==> config.mk <==
export PLATFORM = sky130hd
export DESIGN_NAME = mem_wb_stage_flat
export DESIGN_NICKNAME = d
export VERILOG_FILES = /design/src/rtl/mem_wb_stage_if.sv /design/src/rtl/mem_wb_stage.sv /design/src/flat_wrapper.sv
export SDC_FILE = /design/constraint.sdc
export NUM_CORES = 1
export LEC_CHECK = 0
export CORE_ASPECT_RATIO = 1.1
export CORE_MARGIN = 1.5
export CORE_UTILIZATION = 44
export CTS_CLUSTER_DIAMETER = 60
export DETAILED_ROUTE_END_ITERATION = 10
export PLACE_DENSITY = 0.81
export RECOVER_POWER = 25
export SETUP_SLACK_MARGIN = 0.2
export SYNTH_ARGS = -nofsm -noshare
export SYNTH_HDL_FRONTEND = slang
export SYNTH_SLANG_ARGS = --single-unit
==> constraint.sdc <==
create_clock -name clk -period 7.03 [get_ports clk]
set_input_delay 0.703 -clock clk [delete_from_list [all_inputs] [get_ports clk]]
set_output_delay 0.703 -clock clk [all_outputs]
set_load 0.01 [all_outputs]
==> src/rtl/mem_wb_stage_if.sv <==
// Data-memory request/acknowledge port between the MEM stage and data memory.
// Ports: dmem_req/dmem_we/dmem_addr/dmem_wdata flow stage -> memory,
//        dmem_rdata/dmem_ack flow memory -> stage.
interface mem_wb_stage_if;
    logic        dmem_req;    // access request, held until ack
    logic        dmem_we;     // 1 = store, 0 = load
    logic [31:0] dmem_addr;   // word-aligned byte address
    logic [31:0] dmem_wdata;  // store data
    logic [31:0] dmem_rdata;  // load data, valid with dmem_ack
    logic        dmem_ack;    // one-cycle completion strobe

    // Pipeline stage side.
    modport master (
        output dmem_req,
        output dmem_we,
        output dmem_addr,
        output dmem_wdata,
        input  dmem_rdata,
        input  dmem_ack
    );

    // Data memory side.
    modport slave (
        input  dmem_req,
        input  dmem_we,
        input  dmem_addr,
        input  dmem_wdata,
        output dmem_rdata,
        output dmem_ack
    );
endinterface

==> src/rtl/mem_wb_stage.sv <==
// Purpose: memory-access stage plus MEM/WB pipeline register (word loads/stores).
// Latency: 1 cycle for non-memory ops; 2 + (req-to-ack wait) cycles for loads/stores.
// Backpressure: mem_stall (combinational) freezes upstream while an access is outstanding.
//
// Ports:
//   clk, rst                 clock, asynchronous active-high reset
//   MWREG/MM2REG/MWMEM       EX/MEM control flags (reg write, load, store)
//   DATA_MEM_A/_WD           ALU result (memory byte address) and store data
//   MEM_REG_ADDR             destination register, passed through in full
//   mem                      data-memory req/ack port (master side)
//   mem_stall                upstream freeze
//   WWREG/WM2REG/WB_*        registered write-back controls and data
//   mem_fault/mem_fault_code registered fault pulse: 01 misaligned, 10 timeout
module mem_wb_stage #(
    parameter int TIMEOUT = 16
) (
    input  logic                  clk,
    input  logic                  rst,
    input  logic                  MWREG,
    input  logic                  MM2REG,
    input  logic                  MWMEM,
    input  logic [31:0]           DATA_MEM_A,
    input  logic [31:0]           DATA_MEM_WD,
    input  logic [31:0]           MEM_REG_ADDR,
    mem_wb_stage_if.master        mem,
    output logic                  mem_stall,
    output logic                  WWREG,
    output logic                  WM2REG,
    output logic [31:0]           WB_ALU_RES,
    output logic [31:0]           WB_MEM_DATA,
    output logic [31:0]           WB_REG_ADDR,
    output logic                  mem_fault,
    output logic [1:0]            mem_fault_code
);

    // A zero-width counter is not legal, so TIMEOUT=0 still gets one bit.
    localparam int CW = (TIMEOUT > 0) ? $clog2(TIMEOUT + 1) : 1;

    localparam logic [1:0] FAULT_NONE     = 2'b00;
    localparam logic [1:0] FAULT_MISALIGN = 2'b01;
    localparam logic [1:0] FAULT_TIMEOUT  = 2'b10;

    typedef enum logic {
        IDLE = 1'b0,
        WAIT = 1'b1
    } state_t;

    // MEM/WB register contents; an all-zero value is a bubble.
    typedef struct packed {
        logic        wreg;
        logic        m2reg;
        logic [31:0] alu_res;
        logic [31:0] mem_data;
        logic [31:0] reg_addr;
    } wb_t;

    // Operation captured on acceptance and replayed to memory during WAIT.
    typedef struct packed {
        logic [31:0] addr;
        logic [31:0] wdata;
        logic        we;
        logic        wreg;
        logic        m2reg;
        logic [31:0] reg_addr;
    } op_t;

    state_t        state, state_nxt;
    logic [CW-1:0] cnt, cnt_nxt;
    op_t           lat;
    wb_t           wb_q, wb_nxt;
    logic          fault_nxt;
    logic [1:0]    code_nxt;
    logic          take_op;
    logic          stall;

    logic mem_op;
    logic aligned;
    logic timeout_hit;

    assign mem_op  = MM2REG | MWMEM;
    assign aligned = (DATA_MEM_A[1:0] == 2'b00);

    // Abort on the last permitted WAIT cycle so dmem_req is high exactly TIMEOUT cycles.
    assign timeout_hit = (TIMEOUT > 0) && (cnt == CW'(TIMEOUT - 1));

    // ------------------------------------------------------------------
    // State, counter, latch and MEM/WB registers
    // ------------------------------------------------------------------
    always_ff @(posedge clk or posedge rst) begin
        if (rst) begin
            state          <= IDLE;
            cnt            <= '0;
            lat            <= '0;
            wb_q           <= '0;
            mem_fault      <= 1'b0;
            mem_fault_code <= FAULT_NONE;
        end else begin
            state          <= state_nxt;
            cnt            <= cnt_nxt;
            wb_q           <= wb_nxt;
            mem_fault      <= fault_nxt;
            mem_fault_code <= code_nxt;
            if (take_op) begin
                lat.addr     <= DATA_MEM_A;
                lat.wdata    <= DATA_MEM_WD;
                // Both MM2REG and MWMEM set is resolved as a store.
                lat.we       <= MWMEM;
                lat.wreg     <= MWREG;
                lat.m2reg    <= MM2REG;
                lat.reg_addr <= MEM_REG_ADDR;
            end
        end
    end

    // ------------------------------------------------------------------
    // Next-state, stall and MEM/WB next value
    // ------------------------------------------------------------------
    always_comb begin
        state_nxt = state;
        cnt_nxt   = cnt;
        wb_nxt    = '0;
        fault_nxt = 1'b0;
        code_nxt  = FAULT_NONE;
        take_op   = 1'b0;
        stall     = 1'b0;

        case (state)
            IDLE: begin
                if (!mem_op) begin
                    wb_nxt.wreg     = MWREG;
                    wb_nxt.alu_res  = DATA_MEM_A;
                    wb_nxt.reg_addr = MEM_REG_ADDR;
                end else if (!aligned) begin
                    // Dropped without touching memory; bubble goes down the pipe.
                    fault_nxt = 1'b1;
                    code_nxt  = FAULT_MISALIGN;
                end else begin
                    stall     = 1'b1;
                    take_op   = 1'b1;
                    state_nxt = WAIT;
                    cnt_nxt   = '0;
                end
            end

            WAIT: begin
                if (mem.dmem_ack) begin
                    // Stall drops here so upstream advances on the capture edge.
                    wb_nxt.wreg     = lat.wreg;
                    wb_nxt.m2reg    = lat.m2reg;
                    wb_nxt.alu_res  = lat.addr;
                    wb_nxt.mem_data = lat.we ? 32'h0 : mem.dmem_rdata;
                    wb_nxt.reg_addr = lat.reg_addr;
                    state_nxt       = IDLE;
                end else if (timeout_hit) begin
                    fault_nxt = 1'b1;
                    code_nxt  = FAULT_TIMEOUT;
                    state_nxt = IDLE;
                end else begin
                    stall   = 1'b1;
                    cnt_nxt = cnt + CW'(1);
                end
            end

            default: state_nxt = IDLE;
        endcase
    end

    // ------------------------------------------------------------------
    // Outputs
    // ------------------------------------------------------------------
    // Request is a pure state decode so reset withdraws it immediately.
    assign mem.dmem_req   = (state == WAIT);
    assign mem.dmem_we    = lat.we;
    assign mem.dmem_addr  = {lat.addr[31:2], 2'b00};
    assign mem.dmem_wdata = lat.wdata;

    assign mem_stall   = stall;
    assign WWREG       = wb_q.wreg;
    assign WM2REG      = wb_q.m2reg;
    assign WB_ALU_RES  = wb_q.alu_res;
    assign WB_MEM_DATA = wb_q.mem_data;
    assign WB_REG_ADDR = wb_q.reg_addr;

endmodule

==> src/flat_wrapper.sv <==
// flat-port wrapper written by rule: the top's interface ports become plain ports
module mem_wb_stage_flat 
#(
    parameter int TIMEOUT = 16
)
  (clk, rst, MWREG, MM2REG, MWMEM, DATA_MEM_A, DATA_MEM_WD, MEM_REG_ADDR, mem_stall, WWREG, WM2REG, WB_ALU_RES, WB_MEM_DATA, WB_REG_ADDR, mem_fault, mem_fault_code, mem_dmem_req, mem_dmem_we, mem_dmem_addr, mem_dmem_wdata, mem_dmem_rdata, mem_dmem_ack);
  mem_wb_stage_if mem_i ();
  input  logic clk;
  input  logic rst;
  input  logic MWREG;
  input  logic MM2REG;
  input  logic MWMEM;
  input  logic [31:0] DATA_MEM_A;
  input  logic [31:0] DATA_MEM_WD;
  input  logic [31:0] MEM_REG_ADDR;
  output logic mem_stall;
  output logic WWREG;
  output logic WM2REG;
  output logic [31:0] WB_ALU_RES;
  output logic [31:0] WB_MEM_DATA;
  output logic [31:0] WB_REG_ADDR;
  output logic mem_fault;
  output logic [1:0] mem_fault_code;
  output wire logic [$bits(mem_i.dmem_req)-1:0] mem_dmem_req;
  output wire logic [$bits(mem_i.dmem_we)-1:0] mem_dmem_we;
  output wire logic [$bits(mem_i.dmem_addr)-1:0] mem_dmem_addr;
  output wire logic [$bits(mem_i.dmem_wdata)-1:0] mem_dmem_wdata;
  input wire logic [$bits(mem_i.dmem_rdata)-1:0] mem_dmem_rdata;
  input wire logic [$bits(mem_i.dmem_ack)-1:0] mem_dmem_ack;
  assign mem_dmem_req = mem_i.dmem_req;
  assign mem_dmem_we = mem_i.dmem_we;
  assign mem_dmem_addr = mem_i.dmem_addr;
  assign mem_dmem_wdata = mem_i.dmem_wdata;
  assign mem_i.dmem_rdata = mem_dmem_rdata;
  assign mem_i.dmem_ack = mem_dmem_ack;
  mem_wb_stage #(.TIMEOUT(TIMEOUT)) u_core (.clk(clk), .rst(rst), .MWREG(MWREG), .MM2REG(MM2REG), .MWMEM(MWMEM), .DATA_MEM_A(DATA_MEM_A), .DATA_MEM_WD(DATA_MEM_WD), .MEM_REG_ADDR(MEM_REG_ADDR), .mem(mem_i), .mem_stall(mem_stall), .WWREG(WWREG), .WM2REG(WM2REG), .WB_ALU_RES(WB_ALU_RES), .WB_MEM_DATA(WB_MEM_DATA), .WB_REG_ADDR(WB_REG_ADDR), .mem_fault(mem_fault), .mem_fault_code(mem_fault_code));
endmodule
### Word-level counts from Yosys, hierarchy flattened

Cells that the tools add are included.

| cells by class | value |
|---|---|
| $add $sub $neg | 1 |
| bitwise operators | 2 |
| mux-type cells | 31 |
| equal/unequal tests | 5 |
| reductions and logical operators | 2 |

Operator list:

| cell | number |
|---|---|
| two-way mux 32 bit | 4 |
| one-hot mux 32 bit (2 select lines) | 2 |
| two-way mux 98 bit | 1 |
| two-way mux 5 bit | 4 |
| two-way mux 1 bit | 12 |
| one-hot mux 5 bit (2 select lines) | 1 |
| two-way mux 2 bit | 3 |
| one-hot mux 1 bit (2 select lines) | 3 |
| adder 5 x 1 -> 5 bit, second input constant | 1 |
| equality test 5 x 4 -> 1 bit, second input constant | 1 |
| inequality test 2 x 1 -> 1 bit, second input constant | 2 |
| inequality test 2 bit, second input constant | 2 |
| one-hot mux 2 bit (2 select lines) | 1 |
| AND reduction 4 bit | 1 |
| zero test 2 bit | 1 |
| inverter 1 bit | 1 |
| bitwise OR 1 bit | 1 |

| storage, ports and cells | value |
|---|---|
| input port bits | 134 |
| output and inout port bits | 168 |
| logic and storage cells | 56 |
| register bits | 206 |

### Depth between registers and ports, before layout

Gate-level depths: netlist of the first run.

| depth | value |
|---|---|
| word-level depth | 4 |
| depth in mapped cells | 7 |
| mapped depth without buffers | 6 |

### Worst setup path after synthesis of the first run

No wires, ideal clock.

| timing | value |
|---|---|
| path type | reg-to-output |
| from | register u_core.cnt[0] |
| to | output port mem_stall |
| path slack | 4.609 ns |
| path buffers | 1 |
| data arrival time | 1.718 ns |
| cell stages (with the launch flop) | 7 |
| required time | 6.327 ns |
| cells stage by stage | dfrtp_1 ha_1 and3_1 ha_1 or3b_2 clkbuf_1 nand2_1 |

| between the ends | value |
|---|---|
| word-level cells in the longest chain between the ends | 4 |

Ends and longest elaborated chain:

| element | RTL line | RTL |
|---|---|---|
| from (decl) | mem_wb_stage.sv:68 | `logic [CW-1:0] cnt, cnt_nxt;` |
| from (signal assigned) | mem_wb_stage.sv:99 | `cnt <= cnt_nxt;` |
| equality test 5 x 4 -> 1 bit | mem_wb_stage.sv:84 | `assign timeout_hit = (TIMEOUT > 0) && (cnt == CW'(TIMEOUT - 1));` |
| two-way mux 1 bit | mem_wb_stage.sv:154 | `end else if (timeout_hit) begin` |
| two-way mux 1 bit | mem_wb_stage.sv:146 | `if (mem.dmem_ack) begin` |
| one-hot mux 1 bit (2 select lines) | mem_wb_stage.sv:127 | `case (state)` |
| to (decl) | flat_wrapper.sv:16 | `output logic mem_stall;` |

No other way between the ends.

==> results.json, run 1 <==
{
  "timing.clock.skew_ns": 0.00708,
  "worstPathRequired_ns": 7.44,
  "hold_path.class": "register to register",
  "total_wirelength_of_the_detailed_routed_design_um": 19200,
  "starting_density_of_the_core": 0.450,
  "first_global_vias": 5423,
  "finalHoldWorstSlack_ns": 0.493,
  "vias": 5054,
  "dpl.hpwl_um": 13400,
  "timing.critical_path.fanout_max": 65,
  "finalMaxSlewViolations": 66,
  "post_cts.repair.setup_buffers": 0,
  "p_switching_uw": 806,
  "grt_antenna_before_repair": 0,
  "layout.cells.most_common_list": "sky130_fd_sc_hd__clkdlybuf4s50_1, sky130_fd_sc_hd__dfrtp_1, sky130_fd_sc_hd__mux2_2",
  "total_area_of_multi_input_combinational_cells_um2": 2170,
  "largest_net_degree_at_the_start_of_global_routing": 122,
  "setup-tns-final_ns": 0,
  "fmax_mhz": 273,
  "layout.cells.most_common": "sky130_fd_sc_hd__clkdlybuf4s50_1",
  "yosysSeqAreaShare": 0.648,
  "power_report.internal_total_uw": 2470,
  "slew_headroom": -1.06,
  "worst_ir_drop_vdd_v": 0.000192,
  "worst_skew_pair.late_latency_ns": 0.48,
  "cts_htree_levels": 1,
  "port_buffers": 299,
  "post_drt_via_cell_ratio": 4.96,
  "clock_path_buffers": 3,
  "synth_cell_types": 28,
  "rows": 51,
  "area_growth_syn_to_layout_pct": 42.6,
  "crit_path_start_kind": "primary input",
  "global_route_wire_length_before_repair_um": 29500,
  "period_minus_slack_ns": 3.67,
  "share_seq_of_total_power": 0.452,
  "run_status": "complete, but fails checks",
  "clk_transition_reported_paths_ns": 0.06,
  "cts_tree": "yes",
  "number_of_setup_violations_in_the_final_report": 0,
  "antennaDiodeCount": 0,
  "post_route_clock_period_utilization": 0.522,
  "die-width_um": 131,
  "synthArstFlopShare": 1.00,
  "io_pins": 302,
  "total_nets_final": 903,
  "gr-total-overflow": 0,
  "postSynthCellCount": 532,
  "synth_seq_cells": 206,
  "syn_avg_cell_area_um2": 15.0,
  "detail_route.first_pass.iterations": 7,
  "p_clk_frac": 0.334,
  "drtIter0Drc": 248,
  "floorplan.die.height_um": 144,
  "hold_fails_final_rpt": 0,
  "cts.repair.resized": 0,
  "numCtsBuffers": 22,
  "power_frac_comb": 0.214,
  "arrival_ns": 4.07,
  "antenna_left": 0,
  "synth-main-ff-cell": "sky130_fd_sc_hd__dfrtp_1",
  "number_of_enable_flip_flop_cells_after_synthesis": 0,
  "worst_pin_slew_ns": 3.09,
  "hold_buffers_post_cts": 0,
  "die_area_um2": 18900,
  "filler_cells": 1322,
  "synth_area_um2": 7960,
  "grt_setup_unrepaired": "false",
  "cts_root_buf": "sky130_fd_sc_hd__clkbuf_16",
  "gp_routability_congestion": 0.780,
  "sequential_cell_area_um2": 5150,
  "groute.usage.overall": 0.198,
  "violations": "capacitance limit, slew limit",
  "avgRoutedWirePerCell_um": 18.9,
  "final_layout_size_suffix_gt1_frac": 0.179,
  "crit_path_end_kind": "register",
  "sinks_on_the_clock_net": 206,
  "timing.max_cap.violations": 1,
  "p_leak_uw": 0.00502,
  "yosysWarningCount": 0,
  "core-area_um2": 17700,
  "power_density_nw_per_um2": 288,
  "remaining_drc_errors": 0,
  "critical_path_class": "primary input to register",
  "p_sw_frac": 0.246
}
cell families (layout without fill, tap and decap cells):
| kind of cell | after synthesis | after routing | share of synthesized area |
|---|---|---|---|
| AOI/OAI and AO/OA | 71 | 71 | 0.0766 |
| adders and majority gates | 2 | 2 | 0.00314 |
| buffers and inverters | 97 | 345 | 0.0816 |
| DFF | 206 | 206 | 0.648 |
| muxes | 98 | 98 | 0.146 |
| other | 1 | 2 | 0.000471 |
| and+or+nand+nor | 57 | 57 | 0.0440 |
state kept, by name (all words and copies together) (netlist names), 2 cells and up:
signal,flops
u_core.lat,36
u_core.WB_ALU_RES,32
u_core.WB_MEM_DATA,32
u_core.WB_REG_ADDR,32
u_core.mem.dmem_wdata,32
u_core.mem.dmem_addr,30
u_core.cnt,5
u_core.mem_fault_code,2
Yosys cell counts, types with 2 or more instances:
master                     instances  share of area
sky130_fd_sc_hd__o21ai_0           2         0.0013
sky130_fd_sc_hd__nor2_1            3         0.0014
sky130_fd_sc_hd__and3_1            2         0.0016
sky130_fd_sc_hd__clkbuf_1         18         0.0085
sky130_fd_sc_hd__nor2b_1           2         0.0016
sky130_fd_sc_hd__mux2_2           82           0.12
sky130_fd_sc_hd__inv_1             3         0.0014
sky130_fd_sc_hd__buf_6             4         0.0057
sky130_fd_sc_hd__dfrtp_1         206           0.65
sky130_fd_sc_hd__and2_1           35          0.028
sky130_fd_sc_hd__o22ai_1           2         0.0016
sky130_fd_sc_hd__nand2_1           5         0.0024
sky130_fd_sc_hd__buf_4            66          0.062
sky130_fd_sc_hd__ha_1              2         0.0031
sky130_fd_sc_hd__a22o_1           65          0.072
sky130_fd_sc_hd__mux2_4           16          0.030
sky130_fd_sc_hd__nor3_1            3         0.0019
sky130_fd_sc_hd__buf_2             6         0.0038
worst max-delay path, cell delays in order:
cell and delay, ns:
sky130_fd_sc_hd__dlygate4sd3_1 0.57, sky130_fd_sc_hd__nor3_1 0.18, sky130_fd_sc_hd__clkbuf_1 2.19, sky130_fd_sc_hd__a22o_1 0.36
metrics by stage:
step / setup WS, ns / cell area (um2) / instances / power, uW / utilization
finish: 3.36 / 11300 / 1019 / 3270 / 0.642
floorplan: 0.703 / 7960 / 533 / 1900 / -
CTS: 3.49 / 11400 / 1019 / 3310 / 0.643
detailed placement: 3.52 / 10700 / 981 / 2210 / 0.604
global route: 3.17 / 11300 / 1019 / 3420 / 0.642
global placement: 3.52 / 10700 / 981 / 2170 / 0.604
layout make-up:
cell class	count	area share
flip-flops and latches	206	0.454
repair buffers	304	0.267
multi-input cells	230	0.191
clock buffers	31	0.0551
well taps	238	0.0262
clock inverters	7	0.00529
inverters	3	0.00165
final timing paths:
kind,start,cells past startpoint,slack [ns],end
max,MM2REG,4,3.36,u_core.WB_REG_ADDR[12]
min,u_core.lat[18],1,0.49,u_core.WB_REG_ADDR[18]
max reg2reg,u_core.mem.dmem_req,3,3.56,u_core.WB_REG_ADDR[12]
min reg2reg,u_core.lat[18],1,0.49,u_core.WB_REG_ADDR[18]
max in group asynchronous,rst,3,4.49,u_core.WB_ALU_RES[8]
min in group asynchronous,rst,2,0.89,u_core.mem.dmem_wdata[16]
power groups by stage:
stage	Sequential, uW	Clock (uW)	Combinational (uW)
2_1_floorplan	1490	0	411
3_3_place_gp	1480	0	686
3_5_place_dp	1500	0	706
4_1_cts	1480	1120	709
5_1_grt	1500	1170	743
6_report	1480	1090	700
layer usage:
metal	vias to the layer above	global-route usage	wire [um]
met5	-	0	0
met4	0	0.0645	471
li1	2252	-	-
met3	34	0.0512	1400
met1	2563	0.220	7010
met2	205	0.374	10400
Note: power is estimated with default switching activity, not from simulation.
==> run 2: changes to the inputs <==
==> constraint.sdc (replaced) <==
create_clock -name clk -period 3.6 [get_ports clk]
set_input_delay 0.36 -clock clk [delete_from_list [all_inputs] [get_ports clk]]
set_output_delay 0.36 -clock clk [all_outputs]
set_load 0.01 [all_outputs]
==> results.json, run 2 (synthesis results as in run 1) <==
{
  "number_of_setup_violations_in_the_final_report": 0,
  "finalMaxSlewViolations": 45,
  "final_layout_size_suffix_gt1_frac": 0.182,
  "port_buffers": 299,
  "area_growth_syn_to_layout_pct": 42.9,
  "grt_setup_unrepaired": "false",
  "violations": "capacitance limit, slew limit",
  "floorplan.die.height_um": 144,
  "post_drt_via_cell_ratio": 4.98,
  "die-width_um": 131,
  "routing_usage_on_met1": 0.245,
  "crit_path_start_kind": "register",
  "power_frac_comb": 0.219,
  "cts.repair.resized": 0,
  "clock_path_buffers": 3,
  "layout.cells.most_common": "sky130_fd_sc_hd__clkdlybuf4s50_1",
  "largest_register_ff_count": 36,
  "run_status": "complete, but fails checks",
  "cts_root_buf": "sky130_fd_sc_hd__clkbuf_16",
  "fmax_mhz": 313,
  "clk_transition_reported_paths_ns": 0.06,
  "cts_tree": "yes",
  "layout.cells.most_common_list": "sky130_fd_sc_hd__clkdlybuf4s50_1, sky130_fd_sc_hd__dfrtp_1, sky130_fd_sc_hd__mux2_2",
  "critical_path_class": "register to output pin",
  "core-area_um2": 17700,
  "first_global_vias": 5406,
  "timing.clock.skew_ns": 0.0103,
  "gr-total-overflow": 0,
  "share_seq_of_total_power": 0.458,
  "die_area_um2": 18900,
  "rows": 51,
  "global_route_wire_length_before_repair_um": 30300,
  "cts_htree_levels": 1,
  "io_pins": 302,
  "post_route_clock_period_utilization": 0.888,
  "power_report.internal_total_uw": 4750,
  "avgRoutedWirePerCell_um": 19.2,
  "crit_path_end_kind": "output pin",
  "worst_pin_slew_ns": 2.14,
  "drtIter0Drc": 184,
  "registers.top_by_ff_count": "u_core.lat",
  "hold_fails_final_rpt": 0,
  "grt_use_met3": 0.0501,
  "sinks_on_the_clock_net": 206,
  "numCtsBuffers": 21,
  "reg2reg_slack_ns": 1.41,
  "groute.usage.overall": 0.203,
  "antennaDiodeCount": 0,
  "total_nets_final": 908,
  "hold_buffers_post_cts": 0,
  "setup-tns-final_ns": 0,
  "gp_routability_congestion": 0.831,
  "vias": 5096,
  "globalRoute.busiestLayer": "met2",
  "post_cts.repair.setup_buffers": 0,
  "worst_ir_drop_vdd_v": 0.000389,
  "hold_path.class": "primary input to register",
  "worst_skew_pair.late_latency_ns": 0.49,
  "starting_density_of_the_core": 0.450,
  "p_sw_frac": 0.249,
  "p_clk_frac": 0.324,
  "timing.critical_path.fanout_max": 9,
  "slew_headroom": -0.435,
  "worstPathRequired_ns": 3.24,
  "antenna_left": 0,
  "p_leak_uw": 0.00502,
  "remaining_drc_errors": 0,
  "total_wirelength_of_the_detailed_routed_design_um": 19700,
  "largest_net_degree_at_the_start_of_global_routing": 68,
  "detail_route.first_pass.iterations": 4,
  "timing.max_cap.violations": 1,
  "finalHoldWorstSlack_ns": 0.428,
  "arrival_ns": 2.84,
  "grt_antenna_before_repair": 0,
  "globalRouteMet2Util": 0.360,
  "p_switching_uw": 1570,
  "dpl.hpwl_um": 14000,
  "period_minus_slack_ns": 3.20,
  "power_density_nw_per_um2": 556
}
-- run 2: cell types whose count changed in the layout (fill, tap and decap cells not counted), moves of 2 or more --
cell                              change
sky130_fd_sc_hd__clkdlybuf4s50_1      +2
sky130_fd_sc_hd__buf_4                +2
sky130_fd_sc_hd__clkinv_2             -2
sky130_fd_sc_hd__buf_12               +2
sky130_fd_sc_hd__dlygate4sd3_1        -2
sky130_fd_sc_hd__clkbuf_1             +2
sky130_fd_sc_hd__clkbuf_16            -2
-- run 2: cell type report --
class | count | area, um2
sequential | 206 | 5150
tap | 238 | 298
fill | 1321 | 6300
clock inverter | 6 | 58.8
multi-input combinational | 230 | 2170
clock buffer | 30 | 589
inverter | 3 | 12.5
timing repair buffer | 310 | 3090
-- run 2: power groups by stage --
stage	Clock [uW]	Combinational [uW]	Sequential, uW
2_1_floorplan	0	803	2910
6_report	2050	1380	2900
3_3_place_gp	0	1350	2900
5_1_grt	2200	1470	2940
3_5_place_dp	0	1400	2930
4_1_cts	2120	1400	2900
-- run 2: stage by stage --
stage               std cells  area (um2)  power [uW]  setup WS [ns]   util
detailed placement        987       10700        4330          0.924  0.608
finish                   1023       11400        6330          0.404  0.643
global placement          987       10700        4250           1.04  0.608
global route             1023       11400        6610          0.288  0.643
CTS                      1023       11400        6420          0.383  0.644
floorplan                 533        7960        3710          0.568      -
-- run 2: final timing paths --
path                                      from                      to  depth (start not counted)
min in group asynchronous                  rst    u_core.WB_ALU_RES[0]                          2
max in group asynchronous                  rst  u_core.WB_MEM_DATA[31]                          3
max                              u_core.cnt[0]               mem_stall                          6
min reg2reg                     u_core.lat[67]    u_core.WB_ALU_RES[0]                          1
min                         mem_dmem_rdata[10]  u_core.WB_MEM_DATA[10]                          2
max reg2reg                u_core.mem.dmem_req          u_core.lat[19]                          3
-- run 2: worst max-delay path, stage by stage, from the launching register on --
cell	delay (ns)
sky130_fd_sc_hd__dfrtp_1	0.43
sky130_fd_sc_hd__ha_1	0.25
sky130_fd_sc_hd__and3_1	0.19
sky130_fd_sc_hd__ha_1	0.21
sky130_fd_sc_hd__or3b_2	0.56
sky130_fd_sc_hd__nand2_1	0.13
sky130_fd_sc_hd__clkdlybuf4s50_1	0.57
-- run 2: routing by layer --
layer,vias up,share of wire
met5,-,0
met4,0,0.031
met3,44,0.067
met2,218,0.53
met1,2576,0.37
li1,2258,-
==> run 3: changes to the inputs <==
--- a/config.mk
+++ b/config.mk
@@ -7,10 +7,11 @@
 export LEC_CHECK = 0
 export CORE_ASPECT_RATIO = 1.1
 export CORE_MARGIN = 1.5
-export CORE_UTILIZATION = 44
+export CORE_UTILIZATION = 46
+export CTS_BUF_LIST = sky130_fd_sc_hd__clkbuf_8
 export CTS_CLUSTER_DIAMETER = 60
 export DETAILED_ROUTE_END_ITERATION = 10
-export PLACE_DENSITY = 0.81
+export PLACE_DENSITY = 0.84
 export RECOVER_POWER = 25
 export SETUP_SLACK_MARGIN = 0.2
 export SYNTH_ARGS = -nofsm -noshare
==> results.json, run 3 (synthesis results as in run 1) <==
{
  "groute.usage.overall": 0.213,
  "largest_register_ff_count": 36,
  "floorplan.die.height_um": 141,
  "global_route_wire_length_before_repair_um": 29700,
  "timing.max_cap.violations": 0,
  "die_area_um2": 18100,
  "total_area_of_multi_input_combinational_cells_um2": 2170,
  "gp_routability_congestion": 0.801,
  "post_cts.repair.setup_buffers": 0,
  "first_global_vias": 5582,
  "layout.core_utilization": 0.673,
  "starting_density_of_the_core": 0.469,
  "cts.repair.resized": 0,
  "period_minus_slack_ns": 3.19,
  "post_route_clock_period_utilization": 0.887,
  "crit_path_start_kind": "register",
  "run_status": "completed",
  "drtIter0Drc": 175,
  "hold_buffers_post_cts": 0,
  "worst_ir_drop_vdd_v": 0.000358,
  "final_layout_size_suffix_gt1_frac": 0.199,
  "io_pins": 302,
  "cts_htree_levels": 2,
  "numCtsBuffers": 34,
  "die-width_um": 128,
  "arrival_ns": 2.83,
  "registers.top_by_ff_count": "u_core.lat",
  "clk_transition_reported_paths_ns": 0.06,
  "remaining_drc_errors": 0,
  "filler_cells": 1148,
  "hold_path.startpoint": "mem_dmem_rdata[5]",
  "ff2ff_path_depth": 5,
  "min_path_cells": 2,
  "power_density_nw_per_um2": 558,
  "dpl.hpwl_um": 13500,
  "rows": 50,
  "grt_setup_unrepaired": "false",
  "sinks_on_the_clock_net": 206,
  "crit_path_end_kind": "output pin",
  "clock_path_buffers": 3,
  "critPathLaunch": "u_core.cnt[0]",
  "cts_root_buf": "sky130_fd_sc_hd__clkbuf_8",
  "slew_headroom": 0.0330,
  "number_of_setup_violations_in_the_final_report": 0,
  "cts_tree": "yes",
  "gr-total-overflow": 0,
  "sequential_cell_area_um2": 5150,
  "core-area_um2": 17000,
  "p_leak_uw": 0.00511,
  "detail_route.first_pass.iterations": 4,
  "grt_antenna_before_repair": 1,
  "post_drt_via_cell_ratio": 4.94,
  "finalMaxSlewViolations": 0,
  "reg2reg_slack_ns": 1.55,
  "setup-tns-final_ns": 0,
  "r2r_end": "u_core.cnt[3]",
  "worstPathRequired_ns": 3.24,
  "timing.critical_path.fanout_max": 9,
  "layout.cells.most_common": "sky130_fd_sc_hd__clkdlybuf4s50_1",
  "worst_skew_pair.late_latency_ns": 0.50,
  "total_nets_final": 920,
  "hold_fails_final_rpt": 0,
  "hold-path-endpoint": "u_core.WB_MEM_DATA[5]",
  "antenna_left": 0,
  "fmax_mhz": 313,
  "vias": 5154,
  "port_buffers": 299,
  "critical_path_class": "register to output pin",
  "largest_net_degree_at_the_start_of_global_routing": 109,
  "area_growth_syn_to_layout_pct": 43.5,
  "layout.cells.most_common_list": "sky130_fd_sc_hd__clkdlybuf4s50_1, sky130_fd_sc_hd__dfrtp_1, sky130_fd_sc_hd__mux2_2",
  "hold_path.class": "primary input to register",
  "regToRegStartpoint": "u_core.cnt[0]",
  "worst_pin_slew_ns": 1.45,
  "total_wirelength_of_the_detailed_routed_design_um": 19400,
  "avgRoutedWirePerCell_um": 18.6,
  "timing.clock.skew_ns": 0.0254
}
==> run 3: cell count changes in the layout (fill, tap and decap cells not counted), sizes merged <==
cell / change
buf: -2
bufinv: +1
clkbuf: +14
clkinv: -1
diode: +1
inv: +11
==> run 3: worst max-delay path, cell delays in order (launching register included) <==
cell                              delay, ns
sky130_fd_sc_hd__dfrtp_1               0.42
sky130_fd_sc_hd__ha_1                  0.24
sky130_fd_sc_hd__and3_1                0.20
sky130_fd_sc_hd__ha_1                  0.22
sky130_fd_sc_hd__or3b_2                0.56
sky130_fd_sc_hd__nand2_1               0.13
sky130_fd_sc_hd__clkdlybuf4s50_1       0.57
==> run 3: layout make-up <==
type,instances,area share
Clock buffer,43,0.0518
Inverter,3,0.00110
Sequential cell,206,0.452
Antenna cell,1,0.000219
Tap cell,234,0.0256
Multi-Input combinational cell,230,0.190
Clock inverter,17,0.0105
Timing Repair Buffer,309,0.269
==> run 3: worst max-delay path by stage <==
stage                                 to  cells after the start
floorplan           u_core.WB_ALU_RES[0]                      1
global placement               mem_stall                      6
detailed placement             mem_stall                      6
CTS                            mem_stall                      6
global route                   mem_stall                      6
finish                         mem_stall                      6
==> run 3: report_power, final <==
| group | internal (uW) | switching, uW |
|---|---|---|
| sequential | 2680 | 212 |
| combinational | 867 | 506 |
| clock | 1220 | 887 |
| total | 4760 | 1610 |
==> run 3: per-layer routing <==
metal	wire, um	part of all wire	vias up	track usage
met2	9910	0.51	228	0.370
met5	0	0	-	0
met3	1510	0.078	64	0.0638
li1	-	-	2301	-
met1	7070	0.37	2561	0.238
met4	870	0.045	0	0.103
==> run 3: through the flow <==
step,instance area [um2],total power (uW),hold slack (ns),cells,setup slack (ns)
CTS,11400,6450,0.240,1042,0.392
detailed placement,10700,4310,0.471,982,0.955
floorplan,7960,3710,0.454,533,0.568
finish,11400,6360,0.420,1043,0.405
global placement,10700,4240,0.471,982,1.04
global route,11400,6660,0.400,1043,0.298
